[src/rtl/ddr4_req_arbiter.sv]
// Round-robin arbiter that shares one DDR4 user command port among NUM_REQ requesters.
// An in-order requester-ID FIFO routes read responses back to the requester that issued the read.
module ddr4_req_arbiter #(
  parameter int NUM_REQ   = 2,
  parameter int ADDR_SIZE = 32,
  parameter int RD_OUTST  = 8
) (
  input  logic                         clk_i,
  input  logic                         reset_i,
  input  logic                         ddr4_init_calib_complete_i,
  input  logic [NUM_REQ-1:0]           req_valid_i,
  input  logic [NUM_REQ-1:0]           req_rd_i,
  input  logic [NUM_REQ*ADDR_SIZE-1:0] req_addr_i,
  output logic [NUM_REQ-1:0]           req_ready_o,
  output logic                         mem_en_o,
  output logic                         mem_rd_o,
  output logic [ADDR_SIZE-1:0]         mem_addr_o,
  input  logic                         mem_rdy_i,
  input  logic                         mem_rsp_valid_i,
  output logic [NUM_REQ-1:0]           rsp_valid_o,
  output logic [$clog2(RD_OUTST):0]    rd_outst_o,
  output logic                         rsp_err_o
);

  localparam int IDW = $clog2(NUM_REQ);
  localparam int PW  = $clog2(RD_OUTST);
  localparam int CW  = PW + 1;

  typedef enum logic [1:0] {
    S_INIT  = 2'd0,
    S_IDLE  = 2'd1,
    S_ISSUE = 2'd2
  } state_t;

  state_t                 state_q, state_d;
  logic [IDW-1:0]         rr_q, rr_d;
  logic [IDW-1:0]         id_q, id_d;
  logic                   rd_q, rd_d;
  logic [ADDR_SIZE-1:0]   addr_q, addr_d;
  logic [PW-1:0]          wr_ptr_q, rd_ptr_q;
  logic [CW-1:0]          cnt_q, cnt_d;
  logic                   err_q;

  logic [IDW-1:0]         fifo_mem [RD_OUTST];
  logic [IDW-1:0]         head_id;
  logic                   fifo_full, fifo_empty;
  logic                   accept, push, pop;
  logic [NUM_REQ-1:0]     elig;
  logic                   pick_found;
  logic [IDW-1:0]         pick_id;

  assign fifo_full  = (cnt_q == CW'(RD_OUTST));
  assign fifo_empty = (cnt_q == '0);
  assign elig       = req_valid_i & ~(req_rd_i & {NUM_REQ{fifo_full}});

  // Scan from the highest offset down so the last hit is the one closest to rr_q.
  always_comb begin : pick_comb
    logic [IDW:0] idx;
    idx        = '0;
    pick_found = 1'b0;
    pick_id    = '0;
    for (int i = NUM_REQ - 1; i >= 0; i--) begin
      idx = {1'b0, rr_q} + (IDW+1)'(i);
      if (idx >= (IDW+1)'(NUM_REQ)) begin
        idx = idx - (IDW+1)'(NUM_REQ);
      end
      if (elig[idx[IDW-1:0]]) begin
        pick_found = 1'b1;
        pick_id    = idx[IDW-1:0];
      end
    end
  end

  always_comb begin
    state_d = state_q;
    rr_d    = rr_q;
    id_d    = id_q;
    rd_d    = rd_q;
    addr_d  = addr_q;
    accept  = 1'b0;
    case (state_q)
      S_INIT: begin
        if (ddr4_init_calib_complete_i) begin
          state_d = S_IDLE;
        end
      end
      S_IDLE: begin
        if (!ddr4_init_calib_complete_i) begin
          state_d = S_INIT;
        end else if (pick_found) begin
          id_d    = pick_id;
          rd_d    = req_rd_i[pick_id];
          addr_d  = req_addr_i[pick_id*ADDR_SIZE +: ADDR_SIZE];
          state_d = S_ISSUE;
        end
      end
      S_ISSUE: begin
        // Calibration loss is only acted on once the latched command has gone out.
        if (mem_rdy_i) begin
          accept  = 1'b1;
          rr_d    = (id_q == IDW'(NUM_REQ - 1)) ? '0 : id_q + 1'b1;
          state_d = S_IDLE;
        end
      end
      default: state_d = S_INIT;
    endcase
  end

  assign push = accept & rd_q;
  assign pop  = mem_rsp_valid_i & ~fifo_empty;

  always_comb begin
    cnt_d = cnt_q;
    if (push & ~pop) begin
      cnt_d = cnt_q + 1'b1;
    end else if (pop & ~push) begin
      cnt_d = cnt_q - 1'b1;
    end
  end

  always_ff @(posedge clk_i) begin
    if (push) begin
      fifo_mem[wr_ptr_q] <= id_q;
    end
  end

  assign head_id = fifo_mem[rd_ptr_q];

  always_ff @(posedge clk_i) begin
    if (reset_i) begin
      state_q  <= S_INIT;
      rr_q     <= '0;
      id_q     <= '0;
      rd_q     <= 1'b0;
      addr_q   <= '0;
      wr_ptr_q <= '0;
      rd_ptr_q <= '0;
      cnt_q    <= '0;
      err_q    <= 1'b0;
    end else begin
      state_q <= state_d;
      rr_q    <= rr_d;
      id_q    <= id_d;
      rd_q    <= rd_d;
      addr_q  <= addr_d;
      cnt_q   <= cnt_d;
      if (push) begin
        wr_ptr_q <= wr_ptr_q + 1'b1;
      end
      if (pop) begin
        rd_ptr_q <= rd_ptr_q + 1'b1;
      end
      if (mem_rsp_valid_i & fifo_empty) begin
        err_q <= 1'b1;
      end
    end
  end

  // Handshake pulses are suppressed while reset is asserted.
  for (genvar gi = 0; gi < NUM_REQ; gi++) begin : g_route
    assign req_ready_o[gi] = accept & ~reset_i & (id_q == IDW'(gi));
    assign rsp_valid_o[gi] = pop & ~reset_i & (head_id == IDW'(gi));
  end

  assign mem_en_o   = (state_q == S_ISSUE);
  assign mem_rd_o   = rd_q;
  assign mem_addr_o = addr_q;
  assign rd_outst_o = cnt_q;
  assign rsp_err_o  = err_q;

endmodule

[config.mk]
export PLATFORM = sky130hd
export DESIGN_NAME = ddr4_req_arbiter
export DESIGN_NICKNAME = d
export VERILOG_FILES = /design/src/rtl/ddr4_req_arbiter.sv
export SDC_FILE = /design/constraint.sdc
export NUM_CORES = 1
export LEC_CHECK = 0
export ABC_AREA = 1
export ABC_CLOCK_PERIOD_IN_PS = 2130
export CAP_MARGIN = 10
export CORE_MARGIN = 8
export CORE_UTILIZATION = 45
export CTS_CLUSTER_DIAMETER = 100
export DETAILED_ROUTE_END_ITERATION = 10
export PLACE_DENSITY = 0.8
export SYNTH_ARGS = -nofsm -noshare
export SYNTH_HDL_FRONTEND = slang
export SYNTH_SLANG_ARGS = --single-unit
[constraint.sdc]
create_clock -name clk_i -period 2.13 [get_ports clk_i]
set_input_delay 0.3195 -clock clk_i [delete_from_list [all_inputs] [get_ports clk_i]]
set_output_delay 0.3195 -clock clk_i [all_outputs]
set_load 0.005 [all_outputs]
==> qor.yml, run 1 <==
placed_design:
  post-dp-hpwl_mm: 6.63
  gp_congestion: 0.788
  io_buffers: 115
setup_path:
  cp_data_required_time_ns: 1.81
  crit_type: "in -> out"
  crit_slowest_cell: "clkdlybuf4s50_1"
  cp_max_fo: 2
  end_kind: "output pin"
  r2r_setup_slack_ns: 0.21
  cp-start-kind: "primary input"
  cp.arrival_ns: 1.75
  critical_path.max_stage_delay_ns: 0.57
  cp_cell_sequence: "clkdlybuf4s50_1, buf_4, nand3_1, nor2_1, clkdlybuf4s50_1"
  crit_top_cell: "clkdlybuf4s50_1"
clock_tree:
  h-tree-depth: 3
  numClockSinks: 59
  clk_pin_slew_worst_paths_ns: 0.07
  cts_tree: "yes"
  clock-root-buffer: "clkbuf_8"
  clock_path_buffers: 2
  clock_latency_ns: 0.34
  hold_buffers: 0
  numCtsBuffers: 9
routing:
  postRouteAntennaNets: 0
  drt-initial-drc-count: 95
  vias: 3104
  routed_wl_mm: 8.95
  drtPass1Iterations: 4
  avgRoutedWirePerCell_um: 13.5
  drc: 0
  drt-vias-per-instance: 4.70
grt:
  grt_max_degree: 39
  grt_overflow: 0
  grt_pass1_wl_mm: 14.5
  antenna_found_initial: 0
  grt_pass1_vias: 3141
  grt_util_all_layers_pct: 17.7
yosys:
  synth.distinct_cells: 31
  syn-cell-area_um2: 3290
  synthCells: 439
  syn_nets: 518
  yosysWarnings: 0
  seq_area_frac_synth_pct: 38.4
  synth.avg_cell_area_um2: 7.48
  ys_ff_latch: 59
sta:
  period_needed_ns: 2.07
  finalMaxSlewViolations: 0
  rsz0062_at_grt: "false"
  skew_ns: 0.0125
  max_freq_mhz: 483
  setup_viol_count_final: 0
  hold_ws_ns: 0.454
  relSlewSlack_pct: 71.0
  worst_slew_pin_slew_ns: 0.436
  hold_viol_final: 0
  period_share_pct: 97.2
  finalSetupTns_ns: 0
die:
  dieHeight_um: 101
  die_area_um2: 10300
  rows: 31
  start_util_pct: 45.8
  coreArea_um2: 7180
  die_w_um: 101
  ios: 116
hold_path:
  hold_path_class: "reg -> reg"
job:
  drv_cap: 0
power_and_ir_drop:
  vdd_drop_max_mv: 0.400
  power.leakage_nw: 2.04
  powerDensity_nw_per_um2: 781
cells_and_area:
  regArea_um2: 1270
  num-fill-cells: 607
  multi_input_area_um2: 1510
  drive_gt1_share_pct: 14.1
  syn2layout_area_growth_pct: 43.7
  insertedDiodeCount: 0
  final_nets: 636
run_status:
  status: "complete, no violations"
==> Yosys cell counts, drive strengths merged <==
cell	n	share of area [%]
a21oi	45	6.9
a31o	1	0.27
buf	15	4.8
clkbuf	5	0.57
dfxtp	51	31
edfxtp	8	7.3
fa	1	0.61
ha	5	1.9
inv	92	11
nand2	92	12
nand3	73	16
nand3b	1	0.61
nand4	1	0.19
nor2	28	3.8
nor3	3	0.46
o21a	1	0.23
o21ai	14	2.2
xnor2	2	0.53
xor2	1	0.27
==> worst max-delay path: cells and delay by family <==
kind / cells / cell delay, ns
simple gates: 2 / 0.25
buf+inv: 3 / 1.19
==> layout by cell type (no fill, tap or decap), drive strengths merged <==
| cell type | netlist | layout |
|---|---|---|
| clkinvlp | 0 | 1 |
| buf | 15 | 12 |
| clkinv | 0 | 3 |
| xnor2 | 2 | 2 |
| edfxtp | 8 | 8 |
| o21ai | 14 | 14 |
| nand3 | 73 | 73 |
| dlymetal6s2s | 0 | 2 |
| clkdlybuf4s50 | 0 | 113 |
| inv | 92 | 92 |
| nor2 | 28 | 28 |
| dfxtp | 51 | 51 |
| a21oi | 45 | 45 |
| o21a | 1 | 1 |
| clkbuf | 5 | 10 |
| ha | 5 | 5 |
| nand3b | 1 | 1 |
| xor2 | 1 | 1 |
| bufinv | 0 | 2 |
| a31o | 1 | 1 |
| fa | 1 | 1 |
| nor3 | 3 | 3 |
| nand4 | 1 | 1 |
| nand2 | 92 | 92 |
==> power breakdown <==
part	total (mW)	switching, mW	internal, mW	leakage (nW)
registers	1.39	0.125	1.26	0.494
logic	1.20	0.607	0.593	1.44
clock network	1.10	0.449	0.649	0.101
==> per-layer routing <==
layer	GRT usage, %	wire length, um	vias up
li1	-	-	1608
met1	19.8	3740	1398
met2	29.4	4360	78
met3	6.25	610	20
met4	8.13	247	0
met5	0	0	-
==> per-stage QoR <==
step                util, %  setup WS (ns)  area [um^2]  instances  power [mW]
floorplan                 -          0.262         3290        439        2.08
global placement       62.4         -0.102         4480        644        2.53
detailed placement     62.4         -0.137         4480        644        2.57
CTS                    65.4        0.00484         4690        660        3.68
global route           65.8        0.00772         4720        661        3.93
finish                 65.8         0.0597         4720        661        3.69
==> flip-flops by register name (all words and copies together) (netlist names), named ones only <==
name        flops
state_q         2
id_q            1
rr_q            1
rd_ptr_q        3
wr_ptr_q        3
rd_outst_o      4
mem_rd_o        1
rsp_err_o       1
fifo_mem        8
mem_addr_o     32
==> kinds of logic (layout without fill, tap and decap cells) <==
kind of cell,Yosys count,after routing,synth area share (%)
AOI/OAI and AO/OA,61,61,9.60
DFF,59,59,38.4
buffers and inverters,112,235,16.0
xor gates and xnor gates,3,3,0.800
adders and majority gates,6,6,2.51
and+or+nand+nor,198,198,32.7
==> area by class of cell <==
cell class | count | area share (%)
Clock inverter | 6 | 1.70
Sequential cell | 59 | 27.0
Multi-Input combinational cell | 268 | 31.9
Clock buffer | 10 | 2.70
Timing Repair Buffer | 127 | 26.7
Tap cell | 99 | 2.62
Inverter | 92 | 7.42
==> final timing paths <==
kind                            from                         end  cells past startpoint
max                        mem_rdy_i              req_ready_o[0]                      5
min           rsp_err_o$_SDFFE_PP0P_      rsp_err_o$_SDFFE_PP0P_                      2
max reg2reg  state_q[1]$_SDFFE_PP0P_  rd_outst_o[3]$_SDFFE_PP0P_                     13
min reg2reg   rsp_err_o$_SDFFE_PP0P_      rsp_err_o$_SDFFE_PP0P_                      2
==> what timing repair did <==
item,4_1_cts,5_1_grt
pin swaps,0,3
cloned,0,0
resized for setup,6,9
endpoints found under the setup margin,2,4
setup buffers,0,1
No activity file was read; power rests on OpenSTA's default activity.
==> inputs of run 2 (changes only) <==
- CORE_UTILIZATION: 45 -> 47
- CTS_BUF_LIST: default -> sky130_fd_sc_hd__clkbuf_4
- PLACE_DENSITY: 0.8 -> 0.83
==> qor.yml, run 2 (same netlist as run 1, synthesis figures left out) <==
run_status:
  status: "complete, no violations"
sta:
  setup_viol_count_final: 0
  relSlewSlack_pct: 71.9
  period_needed_ns: 2.00
  worst_slew_pin_slew_ns: 0.422
  finalMaxSlewViolations: 0
  rsz0062_at_grt: "false"
  period_share_pct: 94.1
  hold_viol_final: 0
  skew_ns: 0.0164
  max_freq_mhz: 499
  hold_ws_ns: 0.469
cells_and_area:
  fin_cells: 659
  layout_common_cells: "clkdlybuf4s50_1, inv_1, nand2_1, a21oi_1, dfxtp_1"
  drive_gt1_share_pct: 14.7
  largest_reg_flops: 32
  finalInstanceArea_um2: 4680
  syn2layout_area_growth_pct: 42.5
  num-fill-cells: 547
  insertedDiodeCount: 0
  final_nets: 637
  final_common_cell: "clkdlybuf4s50_1"
routing:
  postRouteAntennaNets: 0
  drt-vias-per-instance: 4.76
  drtPass1Iterations: 5
  vias: 3137
  drc: 0
  avgRoutedWirePerCell_um: 13.2
  routed_wl_mm: 8.72
  drt-initial-drc-count: 75
clock_tree:
  cts_tree: "yes"
  hold_buffers: 0
  numClockSinks: 59
  clk_pin_slew_worst_paths_ns: 0.10
  clock_path_buffers: 2
  numCtsBuffers: 9
  clock_latency_ns: 0.40
  clock-root-buffer: "clkbuf_4"
  h-tree-depth: 3
placed_design:
  place_inst: 642
  postPlaceCellArea_um2: 4520
  gp_congestion: 0.773
  post-dp-hpwl_mm: 6.67
  io_buffers: 115
setup_path:
  crit_type: "in -> out"
  cp_cell_sequence: "clkdlybuf4s50_1, inv_1, nand3_1, nor2_1, clkdlybuf4s50_1"
  end_kind: "output pin"
  r2r_setup_slack_ns: 0.17
  cp.arrival_ns: 1.69
  crit_top_cell: "clkdlybuf4s50_1"
  crit_slowest_cell: "clkdlybuf4s50_1"
  critical_path.max_stage_delay_ns: 0.50
  cp-start-kind: "primary input"
  cp_max_fo: 6
  cp_data_required_time_ns: 1.81
power_and_ir_drop:
  power.leakage_nw: 2.02
  powerDensity_nw_per_um2: 721
  vdd_drop_max_mv: 0.372
grt:
  antenna_found_initial: 0
  grt_pass1_vias: 3150
  grt_overflow: 0
  grt_util_all_layers_pct: 18.0
  grt_pass1_wl_mm: 14.4
  grt_max_degree: 39
hold_path:
  hold_path_class: "reg -> reg"
die:
  die_area_um2: 9920
  dieHeight_um: 99.6
  rows: 30
  ios: 116
  die_w_um: 99.6
  start_util_pct: 48.4
  coreArea_um2: 6790
job:
  drv_cap: 0
[run 2: path summary, 6_finish.rpt]
kind,from,endpoint,cells past startpoint
hold reg to reg,rsp_err_o$_SDFFE_PP0P_,rsp_err_o$_SDFFE_PP0P_,2
setup / recovery,reset_i,req_ready_o[1],5
hold / removal,rsp_err_o$_SDFFE_PP0P_,rsp_err_o$_SDFFE_PP0P_,2
setup reg to reg,state_q[0]$_SDFFE_PP0P_,rd_outst_o[3]$_SDFFE_PP0P_,12
[run 2: repair_timing]
item                       CTS  global route
buffers inserted             0             1
resized for setup           12             3
pin swaps                    0             2
setup endpoints to repair    2             3
[run 2: final cells by class]
type | instances | area, um^2 | area share (%)
repair buffers | 128 | 1300 | 27.7
inverters | 92 | 350 | 7.48
clock buffers | 10 | 75.1 | 1.60
well taps | 96 | 120 | 2.56
flip-flops and latches | 59 | 1280 | 27.3
clock inverters | 6 | 57.6 | 1.23
multi-input cells | 268 | 1500 | 32.1
[run 2: metrics by stage]
step	setup slack [ns]	power, mW	utilization [%]	TNS [ns]
6_report	0.125	3.38	68.9	0
2_1_floorplan	0.262	2.08	-	0
4_1_cts	0.0549	3.37	68.7	0
3_3_place_gp	-0.129	2.54	66.5	-0.233
5_1_grt	0.00120	3.61	68.9	0
3_5_place_dp	-0.176	2.58	66.5	-0.370
[run 2: critical path, delay by kind of cell]
family | cells | cell delay (ns)
buf+inv | 3 | 1.14
simple gates | 2 | 0.23
[run 2: per-layer routing]
| layer | vias to the layer above | routed length [um] | global-route usage, % |
|---|---|---|---|
| met2 | 100 | 4460 | 31.9 |
| li1 | 1612 | - | - |
| met5 | - | 0 | 0 |
| met4 | 0 | 129 | 6.05 |
| met3 | 12 | 761 | 8.03 |
| met1 | 1413 | 3370 | 18.4 |
[run 2: power breakdown]
part / total (mW) / internal [mW] / switching, mW
registers: 1.39 / 1.27 / 0.118
logic: 1.21 / 0.603 / 0.608
clock network: 0.776 / 0.363 / 0.413
total: 3.38 / 2.24 / 1.14
==> inputs of run 3 (changes only) <==
- SLEW_MARGIN: default -> 25
==> results of run 3 <==
No change in the layout: final DEF, timing and power equal those of run 2.
